<file path="src/rtl/psum_tile_buffer.sv">
// Circular buffer for one tile's strategy-1 results, replayed as last-tile partial sums
// with a one-cycle accumulation strobe; first-tile reads supply zeros without popping.
module psum_tile_buffer #(
   parameter int LANES = 16,
   parameter int DEPTH = 8,
   parameter int CW    = $clog2(DEPTH) + 1
) (
   input  logic                  i_clk,
   input  logic                  i_rst_n,
   input  logic                  i_clr,
   input  logic                  i_wr_en,
   input  logic [LANES*32-1:0]   i_wr_data,
   input  logic                  i_rd_en,
   input  logic                  i_first_tile,
   output logic [LANES*32-1:0]   o_psum,
   output logic                  o_accumulation,
   output logic [CW-1:0]         o_count,
   output logic                  o_full,
   output logic                  o_empty,
   output logic                  o_overflow,
   output logic                  o_underflow
);

   localparam int AW = $clog2(DEPTH);
   localparam int DW = LANES * 32;

   logic [DW-1:0] r_mem [DEPTH];
   logic [AW-1:0] r_wr_ptr;
   logic [AW-1:0] r_rd_ptr;
   logic [CW-1:0] r_count;
   logic [CW-1:0] w_count_next;
   logic [DW-1:0] r_psum;
   logic          r_accumulation;
   logic          r_full;
   logic          r_empty;
   logic          r_overflow;
   logic          r_underflow;

   logic          w_pop;
   logic          w_first;
   logic          w_under;
   logic          w_wr_ok;
   logic          w_wr_drop;

   assign w_pop     = i_rd_en && !i_first_tile && !r_empty;
   assign w_first   = i_rd_en && i_first_tile;
   assign w_under   = i_rd_en && !i_first_tile && r_empty;
   // A pop frees a slot in the same cycle, so a write on full is accepted alongside it.
   assign w_wr_ok   = i_wr_en && (!r_full || w_pop);
   assign w_wr_drop = i_wr_en && r_full && !w_pop;

   always_comb begin
      w_count_next = r_count;
      if (w_wr_ok && !w_pop)
         w_count_next = r_count + CW'(1);
      else if (!w_wr_ok && w_pop)
         w_count_next = r_count - CW'(1);
   end

   // Storage is deliberately left out of reset so it maps onto block RAM.
   always_ff @(posedge i_clk) begin
      if (i_rst_n && !i_clr && w_wr_ok)
         r_mem[r_wr_ptr] <= i_wr_data;
   end

   always_ff @(posedge i_clk or negedge i_rst_n) begin
      if (!i_rst_n) begin
         r_wr_ptr       <= '0;
         r_rd_ptr       <= '0;
         r_count        <= '0;
         r_psum         <= '0;
         r_accumulation <= 1'b0;
         r_full         <= 1'b0;
         r_empty        <= 1'b1;
         r_overflow     <= 1'b0;
         r_underflow    <= 1'b0;
      end else if (i_clr) begin
         r_wr_ptr       <= '0;
         r_rd_ptr       <= '0;
         r_count        <= '0;
         r_psum         <= '0;
         r_accumulation <= 1'b0;
         r_full         <= 1'b0;
         r_empty        <= 1'b1;
         r_overflow     <= 1'b0;
         r_underflow    <= 1'b0;
      end else begin
         if (w_wr_ok)
            r_wr_ptr <= r_wr_ptr + AW'(1);
         if (w_pop)
            r_rd_ptr <= r_rd_ptr + AW'(1);
         if (w_pop)
            r_psum <= r_mem[r_rd_ptr];
         else if (w_first)
            r_psum <= '0;
         r_accumulation <= w_pop || w_first;
         r_count        <= w_count_next;
         r_full         <= (w_count_next == CW'(DEPTH));
         r_empty        <= (w_count_next == '0);
         if (w_wr_drop)
            r_overflow <= 1'b1;
         if (w_under)
            r_underflow <= 1'b1;
      end
   end

   assign o_psum         = r_psum;
   assign o_accumulation = r_accumulation;
   assign o_count        = r_count;
   assign o_full         = r_full;
   assign o_empty        = r_empty;
   assign o_overflow     = r_overflow;
   assign o_underflow    = r_underflow;

endmodule

</file>
<file path="config.mk">
export PLATFORM = sky130hd
export DESIGN_NAME = psum_tile_buffer
export DESIGN_NICKNAME = d
export VERILOG_FILES = /design/src/rtl/psum_tile_buffer.sv
export SDC_FILE = /design/constraint.sdc
export NUM_CORES = 2
export LEC_CHECK = 0
export CAP_MARGIN = 15
export CORE_MARGIN = 2
export CORE_UTILIZATION = 28
export DETAILED_ROUTE_END_ITERATION = 6
export DONT_BUFFER_PORTS = 1
export PLACE_DENSITY = 0.46
export RECOVER_POWER = 100
export REMOVE_ABC_BUFFERS = 1
export SYNTH_ARGS = -nofsm -noshare
export SYNTH_HDL_FRONTEND = slang
export SYNTH_SLANG_ARGS = --single-unit
</file>
<file path="constraint.sdc">
create_clock -name i_clk -period 54.7 [get_ports i_clk]
set_clock_uncertainty 0.1 [all_clocks]
set_input_delay 2.735 -clock i_clk [delete_from_list [all_inputs] [get_ports i_clk]]
set_output_delay 2.735 -clock i_clk [all_outputs]
set_load 0.01 [all_outputs]
</file>
==> summary.md <==
The kind of cell with the highest combined delay along the critical path is buffers and inverters. The worst slew margin relative to its limit is -477%. The worst setup path is launched from an input pin. Of all nets on the critical path, the largest fanout is 101. The largest net degree at the start of global routing was 131. TritonCTS built the clock tree. Buffers placed on the I/O ports in this run total 0. The shortest period the worst path allows was 22.33 ns; the net switching power of the design was 1.57 mW.

The logs give 55.18 ns for the critical path required time and 430 mm for the final wirelength. The run gives 22.81 ns as the arrival time at the worst endpoint. The largest single stage delay on the critical path is 5.48 ns.

The logs give 13.4% for the aggregate global-route resource usage and 0 for the number of buffers added to fix hold violations after cts. Of the available clock period, the critical path in the final layout requires 40.8%. Setup violations remaining at the end of the flow were counted as 0.

The congestion estimate from routability-driven global placement came to 0.734. For this run, design rule violations remaining after detail routing come to 4. On the critical path, the stage with the largest delay is an instance of sky130_fd_sc_hd__clkbuf_1. The net count of the finished layout is 8472. The flow ran to the end, but the final reports show violations.

The relative contribution of the clock network to total power was 45.4%; the synthesized area was 0.171 sq mm. The iteration-0 DRC count of the detailed router is 4710. Dividing total power by cell area gives a power density of 38.1 mW/mm^2.

The run gives 75700 as the total via count in the routed design. Critical path endpoint category: a flop. Cells fill 32.4% of the core in the end. The HPWL reported at the end of detailed placement came out at 255 mm. The core region is 0.610 sq mm.

Leakage component of the power: 60.2 nW. Counting flops with an async set or reset pin after synthesis yields a share of 11.4%. The post-cts gate resize count came out at 0. In this run the count of I/O pins placed on the die edge is 1039. After clock tree synthesis, the setup repair step added 0 buffers. Traced cell by cell, the critical path runs through clkbuf_1, nand4_1, nor2_4, clkbuf_1, clkbuf_1, clkbuf_1, clkbuf_1, clkbuf_1, clkbuf_1. After clock tree synthesis, the clock-pin slew on the worst setup and hold paths is 0.05 ns.

The die covers 0.618 sq mm. The first global-routing pass estimated 607 mm of wire. The run gives 25 as the initial antenna violation count. Among the stages of the critical path, the cell type that occurs most often is sky130_fd_sc_hd__clkbuf_1.

The number of levels the H-tree was split into is 6. The clock passes through at most 4 buffers. The die is 786 um wide. After detailed routing, the number of vias per cell comes to 4.60. The run gives 0 as the number of endpoints with negative hold slack in the final report. Counting distinct cell types in the post-synthesis netlist gives 35. The checks that failed: DRC, capacitance limit, slew limit. The count of mapped cells out of synthesis was 7662; the average wire length per cell after detail routing was 26.1 um. Summed over all layers, the global routing overflow is 0. Counting the fill cells in the layout gives 57700. The residual antenna-violating net count after detailed routing came out at 0. For this run, the leading register cell type out of synthesis is sky130_fd_sc_hd__edfxtp_1. Registers are responsible for 52.0% of the overall power. The worst setup path is of the in -> reg kind.

The switching power as a share of total power is 20.8%, and the initial core utilization is 28.1%. The die is 786 um tall. Of the cells placed in the final design, the portion with a size suffix greater than 1 is 21.6%. The tool flagged a number of max-cap violations equal to 114. The final cell count without fillers is 16500.

Yosys printed 0 warnings. The clock sink count is 4623. The tools report the clock root buffer as sky130_fd_sc_hd__clkbuf_16. The final-layout worst hold slack is 0.445 ns, and the number of clock buffers inserted by TritonCTS is 519. The tightest min-delay check is of the reg -> reg type.

The tools report the via count of the first global-routing pass as 80500. Derived from the worst setup path, the maximum achievable clock frequency is 44.8 MHz. The peak supply drop is 0.0318 mV, and the average cell area after synthesis is 22.4 sq um. The internal portion of the total power is 5.96 mW. The proportion of power drawn by combinational gates was 2.6%; the number of buffers and inverters on the critical path was 7. First-pass detailed-route iteration total: 7. At the pin with the least slew margin, the transition time is 8.65 ns. In this run, synthesis produced a sequential element count of 4623.

Setup repair after global routing left no endpoint under its margin. The tools report the setup TNS as 0 ns. The number of placed instances, taps included, is 15500. For the count of final max-slew check failures, the log shows 5214. The floorplan has 287 rows. The area growth from synthesis to final layout is 15.2%. The run gives 79.5% as the share of the yosys chip area belonging to registers. The later pin in the worst-skew pair is clocked with a latency of 1.05 ns. Counting flops with a built-in enable in the synthesized netlist gives 4096.
[cell type report]
| type | instances | area [sq um] | share of cell area [%] |
|---|---|---|---|
| multi-input cells | 2631 | 33100 | 16.8 |
| inverters | 6 | 22.5 | 0.0114 |
| flip-flops and latches | 4623 | 136000 | 69.0 |
| diodes | 6 | 15.0 | 0.00761 |
| repair buffers | 169 | 970 | 0.491 |
| clock inverters | 224 | 2680 | 1.36 |
| clock buffers | 723 | 14300 | 7.22 |
| well taps | 8092 | 10100 | 5.13 |
[routing by layer]
layer	track usage, %	part of all wire (%)
met1	16.2	40
met2	23.2	50
met3	4.67	8.4
met4	2.82	1.9
met5	0	0
[cells in the final DEF (no fill, tap or decap), types with 3 or more instances in the layout]
| cell | synthesis | routed |
|---|---|---|
| sky130_fd_sc_hd__buf_12 | 0 | 10 |
| sky130_fd_sc_hd__buf_4 | 26 | 46 |
| sky130_fd_sc_hd__bufinv_16 | 0 | 29 |
| sky130_fd_sc_hd__clkbuf_1 | 140 | 272 |
| sky130_fd_sc_hd__clkbuf_16 | 0 | 524 |
| sky130_fd_sc_hd__clkbuf_8 | 0 | 40 |
| sky130_fd_sc_hd__clkinv_1 | 0 | 65 |
| sky130_fd_sc_hd__clkinv_16 | 0 | 20 |
| sky130_fd_sc_hd__clkinv_2 | 0 | 57 |
| sky130_fd_sc_hd__clkinv_8 | 0 | 13 |
| sky130_fd_sc_hd__clkinvlp_4 | 0 | 8 |
| sky130_fd_sc_hd__dfrtp_1 | 526 | 523 |
| sky130_fd_sc_hd__dfrtp_4 | 0 | 3 |
| sky130_fd_sc_hd__diode_2 | 0 | 6 |
| sky130_fd_sc_hd__edfxtp_1 | 4096 | 4096 |
| sky130_fd_sc_hd__ha_1 | 4 | 4 |
| sky130_fd_sc_hd__inv_1 | 6 | 6 |
| sky130_fd_sc_hd__inv_16 | 0 | 11 |
| sky130_fd_sc_hd__inv_6 | 0 | 16 |
| sky130_fd_sc_hd__inv_8 | 0 | 3 |
| sky130_fd_sc_hd__mux2i_1 | 514 | 514 |
| sky130_fd_sc_hd__mux4_2 | 1024 | 1024 |
| sky130_fd_sc_hd__nand2_1 | 519 | 519 |
| sky130_fd_sc_hd__nand2b_1 | 3 | 3 |
| sky130_fd_sc_hd__nor2_1 | 21 | 19 |
| sky130_fd_sc_hd__nor3_1 | 5 | 5 |
| sky130_fd_sc_hd__o21ai_0 | 264 | 508 |
| sky130_fd_sc_hd__o21ai_1 | 250 | 6 |
| sky130_fd_sc_hd__xnor2_1 | 5 | 5 |
[cells by family after synthesis]
| logic type | synth area share, % |
|---|---|
| fa+ha+maj | 0.0292 |
| xor+xnor | 0.0358 |
| flops | 79.5 |
| mux | 16.5 |
| simple gates | 1.25 |
| compound gates | 1.55 |
| buf+inv | 1.19 |
[worst min-delay path, cell delays in order, from the launching register on]
cell	delay (ns)
sky130_fd_sc_hd__dfrtp_1	0.39
sky130_fd_sc_hd__nand2_1	0.06
sky130_fd_sc_hd__o21ai_0	0.06
[sequential cells by signal (all words and copies together), names as in the netlist]
| signal | cells |
|---|---|
| o_full | 1 |
| o_underflow | 1 |
| r_wr_ptr | 3 |
| o_empty | 1 |
| r_mem | 4096 |
| o_overflow | 1 |
| o_psum | 512 |
| o_accumulation | 1 |
| o_count | 4 |
| r_rd_ptr | 3 |
[power by group through the flow]
| stage | Combinational, mW | Sequential [mW] | Clock [mW] |
|---|---|---|---|
| floorplan | 0.317 | 4.03 | 0 |
| global placement | 0.207 | 3.98 | 0 |
| detailed placement | 0.209 | 3.98 | 0 |
| CTS | 0.209 | 3.91 | 3.52 |
| global route | 0.215 | 3.91 | 3.65 |
| finish | 0.196 | 3.91 | 3.42 |
[cell usage after synthesis, drive strengths merged (2+ instances only)]
master	n	area (sq um)
dfrtp	526	13200
nand2	519	1950
xnor2	5	43.8
a31oi	2	12.5
a21oi	2	10.0
edfxtp	4096	123000
o21ai	514	2570
or4	2	15.0
a41o	2	20.0
buf	262	1480
ha	4	50.1
nand4	2	12.5
clkbuf	140	526
mux4	1024	23100
nor3	5	25.0
mux2i	514	5140
inv	6	22.5
nor2	21	78.8
xor2	2	17.5
nand2b	3	18.8
[stage by stage]
| stage | total power, mW | cell area, sq um | worst slack (ns) |
|---|---|---|---|
| after global placement | 4.19 | 181000 | 44.31 |
| final | 7.53 | 197000 | 32.37 |
| after CTS | 7.64 | 198000 | 45.46 |
| after floorplan | 4.34 | 169000 | 13.70 |
| after global routing | 7.78 | 197000 | 30.68 |
| after detailed placement | 4.19 | 181000 | 44.30 |
[path summary, 6_finish.rpt]
kind                       depth (start not counted)  slack [ns]              startpoint                      end
max                                                9       32.37                 i_rst_n  r_mem[6][445]$_DFFE_PP_
min                                                2        0.44  o_psum[42]$_DFFE_PN0P_   o_psum[42]$_DFFE_PN0P_
min in group asynchronous                          1        2.69                 i_rst_n  o_psum[421]$_DFFE_PN0P_
max in group asynchronous                          6       38.40                 i_rst_n  o_psum[401]$_DFFE_PN0P_
min reg2reg                                        2        0.44  o_psum[42]$_DFFE_PN0P_   o_psum[42]$_DFFE_PN0P_
max reg2reg                                       10       35.01       o_empty$_DFF_PN1_  r_mem[6][445]$_DFFE_PP_
Power figures use the tool's default switching activity.
